<file path="config.mk">
export PLATFORM = sky130hd
export DESIGN_NAME = mul_xbit_shift
export DESIGN_NICKNAME = d
export VERILOG_FILES = /design/src/rtl/mul_xbit_shift.sv
export SDC_FILE = /design/constraint.sdc
export NUM_CORES = 1
export LEC_CHECK = 0
export CAP_MARGIN = 20
export CORE_UTILIZATION = 51
export DETAILED_ROUTE_END_ITERATION = 8
export HOLD_SLACK_MARGIN = 0.12
export PLACE_DENSITY = 0.82
export RECOVER_POWER = 100
export REMOVE_ABC_BUFFERS = 1
export SYNTH_ARGS = -nofsm -noshare
export SYNTH_HDL_FRONTEND = slang
export SYNTH_SLANG_ARGS = --single-unit
</file>
<file path="constraint.sdc">
create_clock -name i_clk -period 4.4 [get_ports i_clk]
set_clock_uncertainty 0.15 [all_clocks]
set_input_delay 1.32 -clock i_clk [delete_from_list [all_inputs] [get_ports i_clk]]
set_output_delay 1.32 -clock i_clk [all_outputs]
set_load 0.02 [all_outputs]
</file>
<file path="src/rtl/mul_xbit_shift.sv">
// ---------------------------------------------------------------------------
// mul_xbit_shift
//   Sequential unsigned shift-and-add multiplier. Each clock in CALC adds the
//   multiplicand (gated by the current multiplier LSB) into the high half of
//   the running product, then shifts the whole product right by one. After
//   DATA_WIDTH steps the 2*DATA_WIDTH-bit product is presented in DONE.
//
// Ports
//   i_clk    : clock, rising edge
//   i_rst_n  : asynchronous active-low reset
//   i_valid  : operands on i_num_a / i_num_b are valid
//   o_ready  : block accepts operands (IDLE only)
//   i_num_a  : multiplicand, unsigned, DATA_WIDTH bits
//   i_num_b  : multiplier, unsigned, DATA_WIDTH bits
//   o_valid  : o_res holds a completed product (DONE only)
//   i_ready  : downstream accepts o_res
//   o_res    : product, 2*DATA_WIDTH bits
//
// Also contains adder_xbit_ahead, the carry-lookahead adder used for the
// partial-product accumulation.
// ---------------------------------------------------------------------------

// adder_xbit_ahead
//   DATA_WIDTH-bit carry-lookahead adder. Each carry is computed directly
//   from generate/propagate terms and the carry-in, without rippling.
// Ports
//   i_num_a, i_num_b : addends
//   i_cry            : carry in
//   o_res            : sum
//   o_cry            : carry out
module adder_xbit_ahead #(
  parameter int DATA_WIDTH = 4
) (
  input  logic [DATA_WIDTH-1:0] i_num_a,
  input  logic [DATA_WIDTH-1:0] i_num_b,
  input  logic                  i_cry,
  output logic [DATA_WIDTH-1:0] o_res,
  output logic                  o_cry
);

  logic [DATA_WIDTH-1:0] gen;
  logic [DATA_WIDTH-1:0] prop;
  logic [DATA_WIDTH:0]   carry;

  assign gen      = i_num_a & i_num_b;
  assign prop     = i_num_a ^ i_num_b;
  assign carry[0] = i_cry;

  genvar gi;
  generate
    for (gi = 0; gi < DATA_WIDTH; gi++) begin : g_cla
      logic cla_bit;

      // carry into bit gi+1 = OR over j of (g[j] & p[j+1..gi]) | (p[0..gi] & cin)
      always_comb begin
        logic prop_run;
        cla_bit  = i_cry;
        for (int k = 0; k <= gi; k++) begin
          cla_bit = cla_bit & prop[k];
        end
        for (int j = 0; j <= gi; j++) begin
          prop_run = 1'b1;
          for (int k = j + 1; k <= gi; k++) begin
            prop_run = prop_run & prop[k];
          end
          cla_bit = cla_bit | (gen[j] & prop_run);
        end
      end

      assign carry[gi+1] = cla_bit;
      assign o_res[gi]   = prop[gi] ^ carry[gi];
    end
  endgenerate

  assign o_cry = carry[DATA_WIDTH];

endmodule

module mul_xbit_shift #(
  parameter int DATA_WIDTH = 4
) (
  input  logic                    i_clk,
  input  logic                    i_rst_n,
  input  logic                    i_valid,
  output logic                    o_ready,
  input  logic [DATA_WIDTH-1:0]   i_num_a,
  input  logic [DATA_WIDTH-1:0]   i_num_b,
  output logic                    o_valid,
  input  logic                    i_ready,
  output logic [2*DATA_WIDTH-1:0] o_res
);

  localparam int CNT_W = $clog2(DATA_WIDTH + 1);

  typedef enum logic [1:0] {
    IDLE = 2'd0,
    CALC = 2'd1,
    DONE = 2'd2
  } state_t;

  state_t state_reg;
  state_t state_next;

  logic [DATA_WIDTH-1:0]   r_mcand;
  logic [2*DATA_WIDTH:0]   r_prod;   // {carry, high half, low half}
  logic [CNT_W-1:0]        r_cnt;

  logic [DATA_WIDTH-1:0]   add_b;
  logic [DATA_WIDTH-1:0]   sum;
  logic                    carry;
  logic                    last_step;

  // The low half starts as the multiplier; its LSB selects each partial product.
  assign add_b = r_prod[0] ? r_mcand : '0;

  adder_xbit_ahead #(
    .DATA_WIDTH(DATA_WIDTH)
  ) u_adder (
    .i_num_a(r_prod[2*DATA_WIDTH-1:DATA_WIDTH]),
    .i_num_b(add_b),
    .i_cry  (1'b0),
    .o_res  (sum),
    .o_cry  (carry)
  );

  assign last_step = (r_cnt == CNT_W'(DATA_WIDTH - 1));

  // State register
  always_ff @(posedge i_clk or negedge i_rst_n) begin
    if (!i_rst_n) begin
      state_reg <= IDLE;
    end else begin
      state_reg <= state_next;
    end
  end

  // Next-state decode
  always_comb begin
    state_next = state_reg;
    case (state_reg)
      IDLE:    if (i_valid)   state_next = CALC;
      CALC:    if (last_step) state_next = DONE;
      DONE:    if (i_ready)   state_next = IDLE;
      default:                state_next = IDLE;
    endcase
  end

  // Datapath registers
  always_ff @(posedge i_clk or negedge i_rst_n) begin
    if (!i_rst_n) begin
      r_mcand <= '0;
      r_prod  <= '0;
      r_cnt   <= '0;
    end else begin
      case (state_reg)
        IDLE: begin
          if (i_valid) begin
            r_mcand <= i_num_a;
            r_prod  <= {1'b0, {DATA_WIDTH{1'b0}}, i_num_b};
            r_cnt   <= '0;
          end
        end
        CALC: begin
          // Carry is kept as the top bit, then everything shifts right once;
          // the consumed multiplier LSB falls off the bottom.
          r_prod <= {1'b0, carry, sum, r_prod[DATA_WIDTH-1:1]};
          r_cnt  <= r_cnt + 1'b1;
        end
        default: ; // DONE holds everything until the output handshake
      endcase
    end
  end

  // Outputs decoded from registered state only
  assign o_ready = (state_reg == IDLE);
  assign o_valid = (state_reg == DONE);
  assign o_res   = r_prod[2*DATA_WIDTH-1:0];

endmodule
</file>
# After elaboration in Yosys (flattened, before gate mapping)
# Index checks and enable logic that the tools add are counted.
dict set report word_totals {
  word_cells 45
  reg_bits 17
  in_bits 12
  out_inout_bits 10
}
dict set report classes {
  bitwise 20
  n_eq_ne 6
  addsub 1
  n_reduce_logical 5
  n_mux 9
}
# cell count
set op_table {}
lappend op_table {{$pmux 8 s2} 1}
lappend op_table {{$and 1x1->1} 9}
lappend op_table {{$mux 8} 1}
lappend op_table {{$mux 2} 3}
lappend op_table {{$or 1x1->1} 6}
lappend op_table {{$pmux 2 s3} 1}
lappend op_table {{$pmux 3 s2} 1}
lappend op_table {{$and 4x4->4} 1}
lappend op_table {{$mux 4} 1}
lappend op_table {{$ne 2x2->1 const B} 2}
lappend op_table {{$reduce_and 2->1} 2}
lappend op_table {{$xor 4x4->4} 1}
lappend op_table {{$add 3x1->3 const B} 1}
lappend op_table {{$eq 3x2->1 const B} 1}
lappend op_table {{$mux 3} 1}
lappend op_table {{$reduce_and 3->1} 1}
lappend op_table {{$xor 1x1->1} 3}
lappend op_table {{$eq 2x1->1 const B} 1}
lappend op_table {{$eq 2x2->1 const B} 1}
lappend op_table {{$logic_not 2->1} 1}
lappend op_table {{$ne 2x1->1 const B} 1}
lappend op_table {{$reduce_bool 2->1} 1}

# Depth between registers and ports, before layout
dict set report logic_depth {
  ltp_word 9
  ltp_mapped 5
  mapped_depth_nobuf 5
}

# Hierarchy
# Synthesis repeated with hierarchy kept, for this count alone.
dict set report unflattened {
  hier_cells 80
  area_unflattened_um2 928.4
}
# module cells_each area_each_um2 instances seq_area_each_um2
set by_module_without_submodules {}
lappend by_module_without_submodules {mul_xbit_shift 65 777.0 1 425.4}
lappend by_module_without_submodules {adder_xbit_ahead 15 151.4 1 0.0}

# Worst setup path before layout
# Ideal clock, no wire load.
dict set report synth_timing {
  path_kind {input -> register}
  startpoint {input port i_valid}
  endpoint {register r_prod[6]}
  required_ps 4122
  path_buffers 1
  setup_time_ps 128
  arrival_ps 1962
  slack_ps 2159
  stages 4
  cell_sequence {or3b_4 buf_6 nand3_1 o31ai_1}
}
dict set report synth_via {
  elab_chain_len 2
}
# item line_no
set synth_lines {}
lappend synth_lines {{from (decl)} 84} ;# input logic i_valid,
lappend synth_lines {{$ne 2x2->1 (no line)} -}
lappend synth_lines {{$reduce_and 2->1 (no line)} -}
lappend synth_lines {{to (signal assigned)} 159} ;# r_prod <= {1'b0, {DATA_WIDTH{1'b0}}, i_num_b};
lappend synth_lines {{to (signal assigned)} 166} ;# r_prod <= {1'b0, carry, sum, r_prod[DATA_WIDTH-1:1]};
lappend synth_lines {{to (decl)} 105} ;# logic [2*DATA_WIDTH:0] r_prod;
# No other way between the ends.
# A chain may end at the register's enable or synchronous reset.

# Final worst setup path
dict set report layout_timing {
  startpoint {register state_reg[1]}
  endpoint {output port o_valid}
}
dict set report layout_via {
  elab_chain_len 1
}
# item line_no
set layout_lines {}
lappend layout_lines {{from (decl)} 101} ;# state_t state_reg;
lappend layout_lines {{from (signal assigned)} 133} ;# state_reg <= state_next;
lappend layout_lines {{$eq 2x2->1} 176} ;# assign o_valid = (state_reg == DONE);
lappend layout_lines {{to (decl)} 88} ;# output logic o_valid,
# No other way between the ends.

==> impl_metrics.yaml <==
global_route:
  grt-ovfl-total: 0
  antenna_found_initial: 0
  grt_pass1_wl_um: 2800
  grt_use_total_pct: 19.8
  grt_pass1_vias: 638
  grt_max_degree: 18
placed_design:
  port_buffers: 21
  place_ws_ns: 1.50
  dp_hpwl_um: 1200
  dpl.cell_count: 122
  gp_congestion: 0.712
  dpl_cell_area_mm2: 0.00110
finish:
  fin_nets: 130
  fin_cells: 126
  multi_input_area_um2: 419
  top_register: "r_prod"
  reg_top3: "r_prod x8, r_mcand x4, r_cnt x3"
  largest_reg_flops: 8
  final_layout_size_suffix_gt1_share_pct: 4.55
  seq_area_um2: 425
  area_delta_synth_final_pct: 24.8
  mostFrequentLayoutCell: "nand2_1"
  fillCellCount: 131
  antenna_cells: 0
  finalInstanceArea_mm2: 0.00111
  final_cell_mix: "nand2_1, dfrtp_1, dlygate4sd3_1"
logic_synthesis:
  postSynthCellCount: 88
  ys_types: 29
  postSynthAreaPerCell_um2: 10.1
  ys_warn_count: 0
  yosys_register_bits: 17
  syn_area_um2: 890
  synth_seq_area_share_pct: 47.8
run_status:
  outcome: "finished with violations"
  violations: "design-rule violations"
critical_path:
  cp.required_ns: 2.93
  ff2ff_setup_slack_ns: 2.42
  critical-path-max-stage-delay_ns: 0.64
  critical_path_buf_inv_count: 1
  cp_top_family: "buffers and inverters"
  setup.worst_path.start: "state_reg[1]$_DFFE_PN0P_"
  worst_setup_path_start_kind: "flop"
  endpoint_kind: "output port"
  crit_path_top_delay_cell: "dlygate4sd3_1"
  reg2reg_from: "state_reg[1]$_DFFE_PN0P_"
  cp_max_fo: 8
  critPathArrivalTime_ns: 1.65
  criticalPathCategory: "reg -> out"
  path_cells: "and2b_2 > dlygate4sd3_1"
timing:
  finalHoldWorstSlack_ns: 0.334
  maxSlewViolCount: 0
  tns_ns: 0
  setup_slack_ns: 1.28
  relSlewSlack_pct: 34.5
  max_freq_mhz: 320
  post-route-min-period_ns: 3.12
  worstMarginPinSlew_ns: 0.981
  hold_violations: 0
  fin_crit_sh_pct: 70.9
  setup-violations-final: 0
  rsz0062_at_grt: "no"
power_and_ir_drop:
  power_density_mw_per_mm2: 733
  irDropWorstVdd_v: 0.000383
  cellLeakagePower_nw: 0.540
clock_network:
  clk_latency_ns: 0.29
  hold_buffers: 0
  cts_resized: 0
  post_cts_buffers: 0
  clk_pin_slew_worst_paths_ns: 0.11
  cts_buffers: 3
  h-tree-depth: 1
  root_buffer: "clkbuf_4"
  cts_sinks: 17
  cts_tree: "done"
  cts_buffer_depth: 2
detailed_routing:
  wire_per_inst_um: 13.3
  vias: 690
  drt-pass1-iter-count: 6
  route.detailed.drc: 4
  drtAntennaViolNets: 0
  drt-total-wl_um: 1680
  viasPerCell: 5.48
  drt_iter0_markers: 11
min_path:
  min_from: "r_mcand[3]$_DFFE_PN0P_"
  hp-class: "reg -> reg"
floorplan:
  die_area_mm2: 0.00192
  die_y_um: 43.8
  row_count: 14
  ios: 22
  die_w_um: 43.8
  start_util_pct: 57.1
  fp.coreArea_mm2: 0.00156
flow_run:
  maxCapViolations: 0
## cell type report
cell class	instances	share of cell area, %
repair buffers	21	18.9
multi-input cells	66	37.8
clock buffers	3	2.03
inverters	2	0.676
well taps	16	1.80
clock inverters	1	0.451
flip-flops and latches	17	38.3
## final timing paths
kind | end | cells after the start
max | o_valid | 2
min | r_mcand[3]$_DFFE_PN0P_ | 2
max reg2reg | r_prod[5]$_DFFE_PN0P_ | 3
min reg2reg | r_mcand[3]$_DFFE_PN0P_ | 2
max in group asynchronous | r_prod[6]$_DFFE_PN0P_ | 1
min in group asynchronous | state_reg[1]$_DFFE_PN0P_ | 1
## tightest hold or removal path: cells and delay by family (launching register included)
kind | cells | cell delay, ns
and+or+nand+nor | 2 | 0.11
DFF | 1 | 0.35
## cells in the mapped netlist, drive strengths merged
cell type	instances	area (um^2)
a21o	1	7.51
ha	6	75.1
nand2b	2	12.5
o21ai	3	15.0
xor2	1	8.76
buf	3	23.8
a21boi	1	7.51
a22o	3	26.3
nand3	5	25.0
and3b	1	8.76
o31a	1	8.76
a21oi	2	10.0
and2	4	25.0
inv	2	7.51
or3b	1	11.3
nand2	20	75.1
nand3b	1	7.51
o31ai	1	7.51
a221o	1	10.0
a31oi	3	18.8
fa	1	20.0
nor2b	1	6.26
and2b	1	8.76
nor2	5	18.8
nor3b	1	18.8
dfrtp	17	425
## power breakdown
part	total (mW)	internal (mW)	leakage (nW)	switching, mW
sequential	0.298	0.235	0.208	0.0634
combinational	0.430	0.200	0.314	0.230
clock	0.0852	0.0338	0.0177	0.0514
total	0.814	0.468	0.540	0.345
## kinds of logic (layout without fill, tap and decap cells)
kind of cell	count (synthesis)	count (layout)	synth area share, %
buffers and inverters	5	27	3.52
adder cells (fa/ha/maj)	7	7	10.7
AO/OA/AOI/OAI	16	16	12.5
XOR/XNOR	1	1	0.985
flip-flops	17	17	47.8
AND/OR/NAND/NOR	42	42	24.5
## layer usage
metal | GRT usage, % | share of wire, % | vias up
met5 | 0 | 0 | -
met4 | 3.75 | 0.42 | 0
met3 | 5.00 | 5.0 | 2
met2 | 32.8 | 47 | 20
met1 | 26.5 | 47 | 321
li1 | - | - | 347
## through the flow
stage                     power [mW]  util [%]
final                          0.814      71.2
after global routing           0.883      71.2
after CTS                      0.852      72.1
after floorplan                0.601         -
after detailed placement       0.764      70.3
after global placement         0.750      70.3
Note: power is estimated with default switching activity, not from simulation.
